==> config.mk <==
export PLATFORM = sky130hd
export DESIGN_NAME = mult_div_unit
export DESIGN_NICKNAME = d
export VERILOG_FILES = /design/src/rtl/mdu_pkg.sv /design/src/rtl/mdu_sign_fix.sv /design/src/rtl/mult_div_unit.sv
export SDC_FILE = /design/constraint.sdc
export NUM_CORES = 1
export LEC_CHECK = 0
export BUFFER_PORTS_ARGS = -buffer_cell sky130_fd_sc_hd__clkbuf_2
export CAP_MARGIN = 5
export CORE_MARGIN = 4
export CORE_UTILIZATION = 50
export CTS_BUF_LIST = sky130_fd_sc_hd__clkbuf_2
export DETAILED_ROUTE_END_ITERATION = 12
export PLACE_DENSITY = 0.72
export SLEW_MARGIN = 20
export SYNTH_ARGS = -nofsm -noshare
export SYNTH_HDL_FRONTEND = slang
export SYNTH_SLANG_ARGS = --single-unit
==> constraint.sdc <==
create_clock -name clk -period 7.4 [get_ports clk]
set_input_delay 0.37 -clock clk [delete_from_list [all_inputs] [get_ports clk]]
set_output_delay 0.37 -clock clk [all_outputs]
set_load 0.05 [all_outputs]
==> src/rtl/mdu_pkg.sv <==
// Shared types and constants for the multicycle multiply/divide unit.
package mdu_pkg;

  localparam int MDU_WIDTH = 32;
  localparam int MDU_ITERS = 32;

  typedef enum logic {
    MDU_MULT = 1'b0,
    MDU_DIV  = 1'b1
  } mdu_op_t;

  typedef enum logic [1:0] {
    IDLE   = 2'd0,
    RUN    = 2'd1,
    FINISH = 2'd2
  } mdu_state_t;

endpackage

==> src/rtl/mdu_sign_fix.sv <==
// Conditional two's-complement negate; used for operand magnitudes and
// for sign correction of the product, quotient and remainder.
module mdu_sign_fix
  import mdu_pkg::*;
#(
  parameter int W = MDU_WIDTH
) (
  input  logic         neg_i,
  input  logic [W-1:0] val_i,
  output logic [W-1:0] val_o
);

  assign val_o = neg_i ? (~val_i + W'(1)) : val_i;

endmodule

==> src/rtl/mult_div_unit.sv <==
// Iterative signed multiply / restoring divide with start/done handshake.
// Optional build macro MDU_UNSIGNED_EN adds is_unsigned (multu/divu).
module mult_div_unit
  import mdu_pkg::*;
#(
  parameter int WIDTH = MDU_WIDTH,
  parameter int ITERS = MDU_ITERS
) (
  input  logic             clk,
  input  logic             reset,
  input  logic             start,
  input  logic             op,
`ifdef MDU_UNSIGNED_EN
  input  logic             is_unsigned,
`endif
  input  logic [WIDTH-1:0] a,
  input  logic [WIDTH-1:0] b,
  output logic [WIDTH-1:0] hi,
  output logic [WIDTH-1:0] lo,
  output logic             busy,
  output logic             done,
  output logic             div_zero
);

  localparam int CW = $clog2(ITERS);
  localparam int W2 = 2 * WIDTH;

  mdu_state_t       state_q, state_d;
  mdu_op_t          op_q, op_d;
  logic             neg_q, neg_d;
  logic             rneg_q, rneg_d;
  logic [WIDTH-1:0] dvs_q, dvs_d;
  logic [W2-1:0]    acc_q, acc_d;
  logic [CW-1:0]    cnt_q, cnt_d;
  logic [WIDTH-1:0] hi_q, hi_d;
  logic [WIDTH-1:0] lo_q, lo_d;
  logic             busy_q, busy_d;
  logic             done_q, done_d;
  logic             dz_q, dz_d;

  logic             uns_s;
  logic [WIDTH-1:0] a_mag_s, b_mag_s;
  logic             b_zero_s;
  logic [WIDTH:0]   sum_s, rsh_s, diff_s;
  logic [W2-1:0]    mul_next_s, div_next_s, acc_step_s;
  logic [W2-1:0]    prod_fix_s;
  logic [WIDTH-1:0] quot_fix_s, rem_fix_s;
  logic [WIDTH-1:0] res_hi_s, res_lo_s;

`ifdef MDU_UNSIGNED_EN
  assign uns_s = is_unsigned;
`else
  assign uns_s = 1'b0;
`endif

  assign b_zero_s = (b == {WIDTH{1'b0}});

  mdu_sign_fix #(.W(WIDTH)) u_a_mag (
    .neg_i (a[WIDTH-1] & ~uns_s),
    .val_i (a),
    .val_o (a_mag_s)
  );

  mdu_sign_fix #(.W(WIDTH)) u_b_mag (
    .neg_i (b[WIDTH-1] & ~uns_s),
    .val_i (b),
    .val_o (b_mag_s)
  );

  // Shift-add step: acc = {partial product, remaining multiplier bits}.
  assign sum_s      = {1'b0, acc_q[W2-1:WIDTH]} + (acc_q[0] ? {1'b0, dvs_q} : {(WIDTH+1){1'b0}});
  assign mul_next_s = {sum_s, acc_q[WIDTH-1:1]};

  // Restoring step: acc = {partial remainder, dividend/quotient bits}; borrow means restore.
  assign rsh_s      = acc_q[W2-1:WIDTH-1];
  assign diff_s     = rsh_s - {1'b0, dvs_q};
  assign div_next_s = diff_s[WIDTH] ? {rsh_s[WIDTH-1:0], acc_q[WIDTH-2:0], 1'b0}
                                    : {diff_s[WIDTH-1:0], acc_q[WIDTH-2:0], 1'b1};

  assign acc_step_s = (op_q == MDU_DIV) ? div_next_s : mul_next_s;

  mdu_sign_fix #(.W(W2)) u_prod_fix (
    .neg_i (neg_q),
    .val_i (acc_step_s),
    .val_o (prod_fix_s)
  );

  mdu_sign_fix #(.W(WIDTH)) u_quot_fix (
    .neg_i (neg_q),
    .val_i (acc_step_s[WIDTH-1:0]),
    .val_o (quot_fix_s)
  );

  mdu_sign_fix #(.W(WIDTH)) u_rem_fix (
    .neg_i (rneg_q),
    .val_i (acc_step_s[W2-1:WIDTH]),
    .val_o (rem_fix_s)
  );

  assign res_hi_s = (op_q == MDU_DIV) ? rem_fix_s  : prod_fix_s[W2-1:WIDTH];
  assign res_lo_s = (op_q == MDU_DIV) ? quot_fix_s : prod_fix_s[WIDTH-1:0];

  // Next-state and datapath update; the result is registered on the last step
  // so hi/lo are valid during the FINISH cycle when done is high.
  always_comb begin
    state_d = state_q;
    op_d    = op_q;
    neg_d   = neg_q;
    rneg_d  = rneg_q;
    dvs_d   = dvs_q;
    acc_d   = acc_q;
    cnt_d   = cnt_q;
    hi_d    = hi_q;
    lo_d    = lo_q;
    busy_d  = busy_q;
    done_d  = 1'b0;
    dz_d    = dz_q;
    case (state_q)
      IDLE: begin
        if (start) begin
          op_d   = mdu_op_t'(op);
          neg_d  = (a[WIDTH-1] ^ b[WIDTH-1]) & ~uns_s;
          rneg_d = a[WIDTH-1] & ~uns_s;
          cnt_d  = {CW{1'b0}};
          if (op && b_zero_s) begin
            state_d = FINISH;
            dz_d    = 1'b1;
            done_d  = 1'b1;
          end else begin
            state_d = RUN;
            busy_d  = 1'b1;
            dz_d    = 1'b0;
            dvs_d   = op ? b_mag_s : a_mag_s;
            acc_d   = {{WIDTH{1'b0}}, (op ? a_mag_s : b_mag_s)};
          end
        end else begin
          state_d = IDLE;
        end
      end
      RUN: begin
        acc_d = acc_step_s;
        cnt_d = cnt_q + CW'(1);
        if (cnt_q == CW'(ITERS - 1)) begin
          state_d = FINISH;
          busy_d  = 1'b0;
          done_d  = 1'b1;
          hi_d    = res_hi_s;
          lo_d    = res_lo_s;
        end else begin
          state_d = RUN;
        end
      end
      FINISH: begin
        state_d = IDLE;
      end
      default: begin
        state_d = IDLE;
        busy_d  = 1'b0;
      end
    endcase
  end

  // State and datapath registers with synchronous reset.
  always_ff @(posedge clk) begin
    if (reset) begin
      state_q <= IDLE;
      op_q    <= MDU_MULT;
      neg_q   <= 1'b0;
      rneg_q  <= 1'b0;
      dvs_q   <= {WIDTH{1'b0}};
      acc_q   <= {W2{1'b0}};
      cnt_q   <= {CW{1'b0}};
      hi_q    <= {WIDTH{1'b0}};
      lo_q    <= {WIDTH{1'b0}};
      busy_q  <= 1'b0;
      done_q  <= 1'b0;
      dz_q    <= 1'b0;
    end else begin
      state_q <= state_d;
      op_q    <= op_d;
      neg_q   <= neg_d;
      rneg_q  <= rneg_d;
      dvs_q   <= dvs_d;
      acc_q   <= acc_d;
      cnt_q   <= cnt_d;
      hi_q    <= hi_d;
      lo_q    <= lo_d;
      busy_q  <= busy_d;
      done_q  <= done_d;
      dz_q    <= dz_d;
    end
  end

  assign hi       = hi_q;
  assign lo       = lo_q;
  assign busy     = busy_q;
  assign done     = done_q;
  assign div_zero = dz_q;

endmodule

Word level (Yosys, flattened, before mapping)
Index checks and enable logic that the tools add are counted.

storage, ports and cells
  flip-flop bits (word level) = 173
  word-level logic and storage cells = 73

operators by class
  mux-type cells = 29
  bitwise operators = 8
  reduce and logical (&&, ||, !) cells = 10
  equality and inequality tests = 6
  $add $sub $neg = 8

operators by type and width
  cell                                                                    number
  64-bit 2-to-1 mux                                                       5
  32-bit 2-to-1 mux                                                       9
  32-bit by 1-bit adder with 32-bit output (second input constant)        4
  32-bit inverter                                                         4
  64-bit one-hot mux with 2 select lines                                  1
  64-bit by 1-bit adder with 64-bit output (second input constant)        1
  64-bit inverter                                                         1
  32-bit by 32-bit adder with 33-bit output                               1
  33-bit by 32-bit subtractor with 33-bit output                          1
  32-bit logical NOT                                                      1
  5-bit one-hot mux with 2 select lines                                   1
  1-bit 2-to-1 mux                                                        6
  2-bit 2-to-1 mux                                                        3
  2-bit inequality test (second input constant)                           3
  2-bit AND reduction                                                     3
  3-bit AND reduction                                                     2
  5-bit by 1-bit adder with 5-bit output (second input constant)          1
  5-bit equality test (second input constant)                             1
  5-bit 2-to-1 mux                                                        1
  2-bit one-hot mux with 2 select lines                                   1
  4-bit AND reduction                                                     1
  1-bit one-hot mux with 3 select lines                                   1
  2-bit by 1-bit equality test with 1-bit output (second input constant)  1
  2-bit equality test (second input constant)                             1
  6 further kinds                                                         7

Depth between registers and ports, before layout
  depth in word-level cells = 7
  mapped depth = 20
  mapped depth without buffers = 20

Modules after synthesis
From an unflattened synthesis, not the netlist that was laid out.

unflattened totals
  cells, all modules = 2140
  area total of the unflattened synthesis = 17166.5 sq um

by module, submodules not included
  module                      cells each  area each (sq um)  instances
  mult_div_unit               1538        12409.4            1
  mdu_sign_fix (u_a_mag ...)  99          777.0              4
  mdu_sign_fix (u_prod_fix)   206         1649.1             1

Least setup slack after synthesis
No wires, ideal clock.

  kind = reg-to-reg
  start point = reg acc_q[31]
  end point = reg hi_q[8] (netlist: hi[8])
  stages on the path, launching flop included = 21
  path slack = 2.427 ns
  library setup time = 0.086 ns
  clock period less this slack = 4.973 ns
  data arrival time = 4.887 ns
  path through = dfxtp_1 inv_1 ha_1 fa_1 nand2b_1 a211oi_2 o2111ai_1 a21oi_2 a2111oi_1 nor2_1 ha_1 or4b_1 or4_1 nor3_2 nand2_1 o31ai_4 nand3_1 nor3_1 nor2_1 xnor2_1 a211oi_1

on the way
  longest elaborated chain between the ends = 7

ends and longest elaborated chain
  element                                                                                               RTL line              RTL
  from (decl)                                                                                           mult_div_unit.sv:33   logic [W2-1:0] acc_q, acc_d;
  from (signal assigned)                                                                                mult_div_unit.sv:171  acc_q <= {W2{1'b0}};
  33-bit by 32-bit subtractor with 33-bit output                                                        mult_div_unit.sv:76   assign diff_s = rsh_s - {1'b0, dvs_q};
  64-bit 2-to-1 mux                                                                                     mult_div_unit.sv:77   assign div_next_s = diff_s[WIDTH] ? {rsh_s[WIDTH-1:0], acc_q[WIDTH-2:0], 1'b0}
  64-bit 2-to-1 mux (*)                                                                                 mult_div_unit.sv:80   assign acc_step_s = (op_q == MDU_DIV) ? div_next_s : mul_next_s;
  64-bit inverter or 32-bit inverter (tied branches)                                                    mdu_sign_fix.sv:13    assign val_o = neg_i ? (~val_i + W'(1)) : val_i;
  64-bit by 1-bit adder with 64-bit output or 32-bit by 1-bit adder with 32-bit output (tied branches)  mdu_sign_fix.sv:13
  64-bit 2-to-1 mux or 32-bit 2-to-1 mux (tied branches)                                                mdu_sign_fix.sv:13
  32-bit 2-to-1 mux (*)                                                                                 mult_div_unit.sv:100  assign res_hi_s = (op_q == MDU_DIV) ? rem_fix_s : prod_fix_s[W2-1:WIDTH];
  to (signal assigned)                                                                                  mult_div_unit.sv:173  hi_q <= {WIDTH{1'b0}};
  to (signal assigned)                                                                                  mult_div_unit.sv:186  hi_q <= hi_d;
  to (decl)                                                                                             mult_div_unit.sv:35   logic [WIDTH-1:0] hi_q, hi_d;

Every way passes the cells marked *; elsewhere a longest branch is shown, timed or not.
A chain may end at the register's enable or synchronous reset.

Worst setup path after layout
  start point = reg acc_q[31]
  end point = reg hi_q[22] (netlist: hi[22])

Same word-level chain as after synthesis.

==> flow_summary.json <==
{
  "drt-vias-per-instance": 6.23,
  "whs_ps": 43.8,
  "max_freq_mhz": 163,
  "fin_util_pct": 54.4,
  "ys_top_cells_by_area": "dfxtp_1, a21oi_1, nand2_1",
  "max_cap_viol_count": 0,
  "ys_seq_area_share_pct": 22.9,
  "hpwl_mm": 38.9,
  "vias": 15700,
  "synth_fa_ha_area_share_pct": 6.10,
  "grt_pass1_vias": 14800,
  "placementRows": 63,
  "relSlewSlack_pct": 21.9,
  "synth_largest_area_cell": "dfxtp_1",
  "syn-num-nets": 2199,
  "avgSynthCellArea_sq_um": 7.29,
  "synth_xor_area_share_pct": 8.52,
  "rrSetupSlack_ps": 1250,
  "ys_ff_latch": 172,
  "grt_max_degree": 104,
  "gp_congestion": 0.935,
  "fin_crit_sh_pct": 83.1,
  "synth_top_area_share_pct": 22.9,
  "peakVddDrop_v": 0.000109,
  "ant_nets": 0,
  "firstDrtPassIters": 6,
  "yosys.area_share.simple_pct": 24.2,
  "worst_clock_skew_ps": 52.6,
  "htreeDepth": 4,
  "synth_top_family_by_area": "compound AO/OA/AOI/OAI gates",
  "start_util_pct": 50.7,
  "cp_data_arrival_time_ps": 6860,
  "synthMuxAreaShare_pct": 3.84,
  "worst_r2r_endpoint": "hi[22]$_SDFFE_PP0P_",
  "track_usage_pct": 30.2,
  "setup_tns_ps": 0,
  "cts_buffers": 17,
  "total_power_mw": 2.43,
  "yosysUniqueCellTypes": 99,
  "area_growth_pct": 7.30,
  "post_cts_buffers": 0,
  "crit_start": "acc_q[31]$_SDFFE_PP0P_",
  "multi_input_area_sq_um": 10900,
  "cts_hold_buf": 3,
  "drive_gt1_share_pct": 11.7,
  "synth_ff_type": "dfxtp_1",
  "finalNonFillerCells": 2519,
  "cts_resized": 0,
  "synth_compound_area_share_pct": 29.6,
  "synthCells": 2059,
  "num-fill-cells": 3049,
  "cp.required_ps": 8120,
  "drtIter0Drc": 1585,
  "wl_per_cell_microns": 20.2,
  "wirelength_mm": 51.0,
  "setup_ws_ps": 1250,
  "endpoint_kind": "flop",
  "stdcell_area_sq_um": 16100,
  "slew_violations": 0,
  "clockBufferDepth": 2,
  "ios": 135,
  "timing.rr.start": "acc_q[31]$_SDFFE_PP0P_",
  "status": "completed",
  "cts.clk_slew.worst_paths_ps": 300,
  "worst_pin_slew_ps": 1170,
  "fp.dieArea_sq_um": 32900,
  "dp.cells": 2484,
  "power.leakage_nw": 6.50,
  "yosys_warnings": 0,
  "core_sq_um": 29600,
  "place_ws_ps": 1410,
  "crit_end": "hi[22]$_SDFFE_PP0P_",
  "synth_edf_count": 0,
  "worstSkewPairLatency_ps": 840,
  "place_area_sq_um": 15800,
  "async_flop_share_pct": 0,
  "cp_max_fo": 7,
  "cts_num_sinks": 172,
  "die_x_microns": 181,
  "rsz0062_at_grt": "false",
  "setup_viol": 0,
  "drc": 0,
  "port_buffers": 134,
  "critPathKind": "flop to flop",
  "netlist_area_sq_um": 15000,
  "grt-ovfl-total": 0,
  "seq_area_sq_um": 3450,
  "cts-root-buf": "clkbuf_2",
  "ff2ff_path_depth": 20,
  "p_per_area_nw_per_um2": 151,
  "cp-start-kind": "flop",
  "finalHoldViolations": 0,
  "antenna_found_initial": 1,
  "tritoncts": "yes",
  "die_h_microns": 181,
  "min_path_type": "input port to flop",
  "grt_first_pass_wirelength_mm": 80.8,
  "period_minus_slack_ps": 6150,
  "nets": 2256
}
-- power breakdown --
group / internal [mW] / switching, mW / leakage, nW
combinational: 0.319 / 0.585 / 4.97
clock: 0.110 / 0.407 / 0.141
sequential: 0.963 / 0.0484 / 1.40
total: 1.39 / 1.04 / 6.50
-- critical path, stage by stage, from the launching register on --
cell and delay, ps:
dfxtp_1 460, inv_1 70, ha_1 210, fa_1 390, nand2b_1 230, a211oi_2 360
o2111ai_1 250, a21oi_2 350, a2111oi_1 100, buf_4 210, nor2_1 440, ha_1 300
or4b_1 480, or4_1 550, nor3_2 270, nand2_1 230, o41ai_1 400, a22oi_1 140
o32ai_2 270, mux2i_1 250, a21oi_1 80
-- final cells by class --
type	count	share of cell area, %
clock inverter	14	0.924
inverter	61	1.42
multi-input combinational	1708	67.4
sequential	172	21.4
timing repair buffer	156	5.25
clock buffer	17	0.528
tap	390	3.03
antenna	1	0.0155
-- layout by cell type, fill, tap and decap left out, types with 15 or more instances in the layout --
cell type and count:
nand4_1 19, a31oi_1 15, nand3_1 37, a21oi_1 204
dfxtp_1 170, and3_1 20, nor2_1 225, mux2i_1 43
a21o_1 28, nand2_1 261, nand2b_1 17, o31ai_1 37
xnor2_1 76, o21ai_0 101, a22oi_1 38, inv_1 59
nor3_1 47, a211oi_1 34, xor2_1 70, o22ai_1 17
o211ai_1 37, and2_1 45, clkbuf_2 149, ha_1 70
buf_4 20, o21a_1 18
-- flip-flops by register name, indices dropped and copies added, names as in the netlist --
name      count
state_q       2
op_q          1
busy          1
div_zero      1
acc_q        64
rneg_q        1
cnt_q         5
neg_q         1
hi           32
dvs_q        32
lo           32
-- synthesized netlist by cell type, types with 13 or more instances --
library cell    n
a211oi_1       34
a21o_1         28
a21oi_1       204
a22oi_1        38
a31oi_1        15
and2_1         47
and3_1         20
buf_2          21
clkbuf_1       80
dfxtp_1       172
ha_1           70
inv_1          59
mux2_2         13
mux2i_1        43
nand2_1       262
nand2b_1       17
nand3_1        37
nand4_1        19
nor2_1        225
nor3_1         47
o211ai_1       37
o21a_1         18
o21ai_0       101
o22ai_1        17
o31ai_1        37
o41ai_1        14
or4_1          14
xnor2_1        76
xor2_1         70
-- layer usage --
layer  global-route usage [%]  wire [microns]  vias up  part of all wire (%)
li1                         -               -     7616                     -
met1                     39.4           21900     7387                    43
met2                     49.2           23100      601                    45
met3                     4.71            3500       98                   6.9
met4                     13.6            2470        0                   4.8
met5                        0               0        -                     0
-- cells by family (layout without fill, tap and decap cells) --
logic type / Yosys count / in the layout
multiplexers: 56 / 56
AND/OR/NAND/NOR: 767 / 767
flip-flops: 172 / 172
adder cells (fa/ha/maj): 72 / 72
AO/OA/AOI/OAI: 667 / 667
XOR/XNOR: 146 / 146
other: 0 / 1
buffers and inverters: 179 / 248
-- worst min-delay path by stage --
stage,startpoint,endpoint,depth (start not counted)
floorplan,dvs_q[26]$_SDFFE_PP0P_,dvs_q[26]$_SDFFE_PP0P_,2
global placement,lo[16]$_SDFFE_PP0P_,lo[16]$_SDFFE_PP0P_,2
detailed placement,lo[31]$_SDFFE_PP0P_,lo[31]$_SDFFE_PP0P_,2
CTS,a[14],dvs_q[14]$_SDFFE_PP0P_,4
global route,reset,lo[27]$_SDFFE_PP0P_,2
finish,reset,lo[27]$_SDFFE_PP0P_,2
Power figures use the tool's default switching activity.
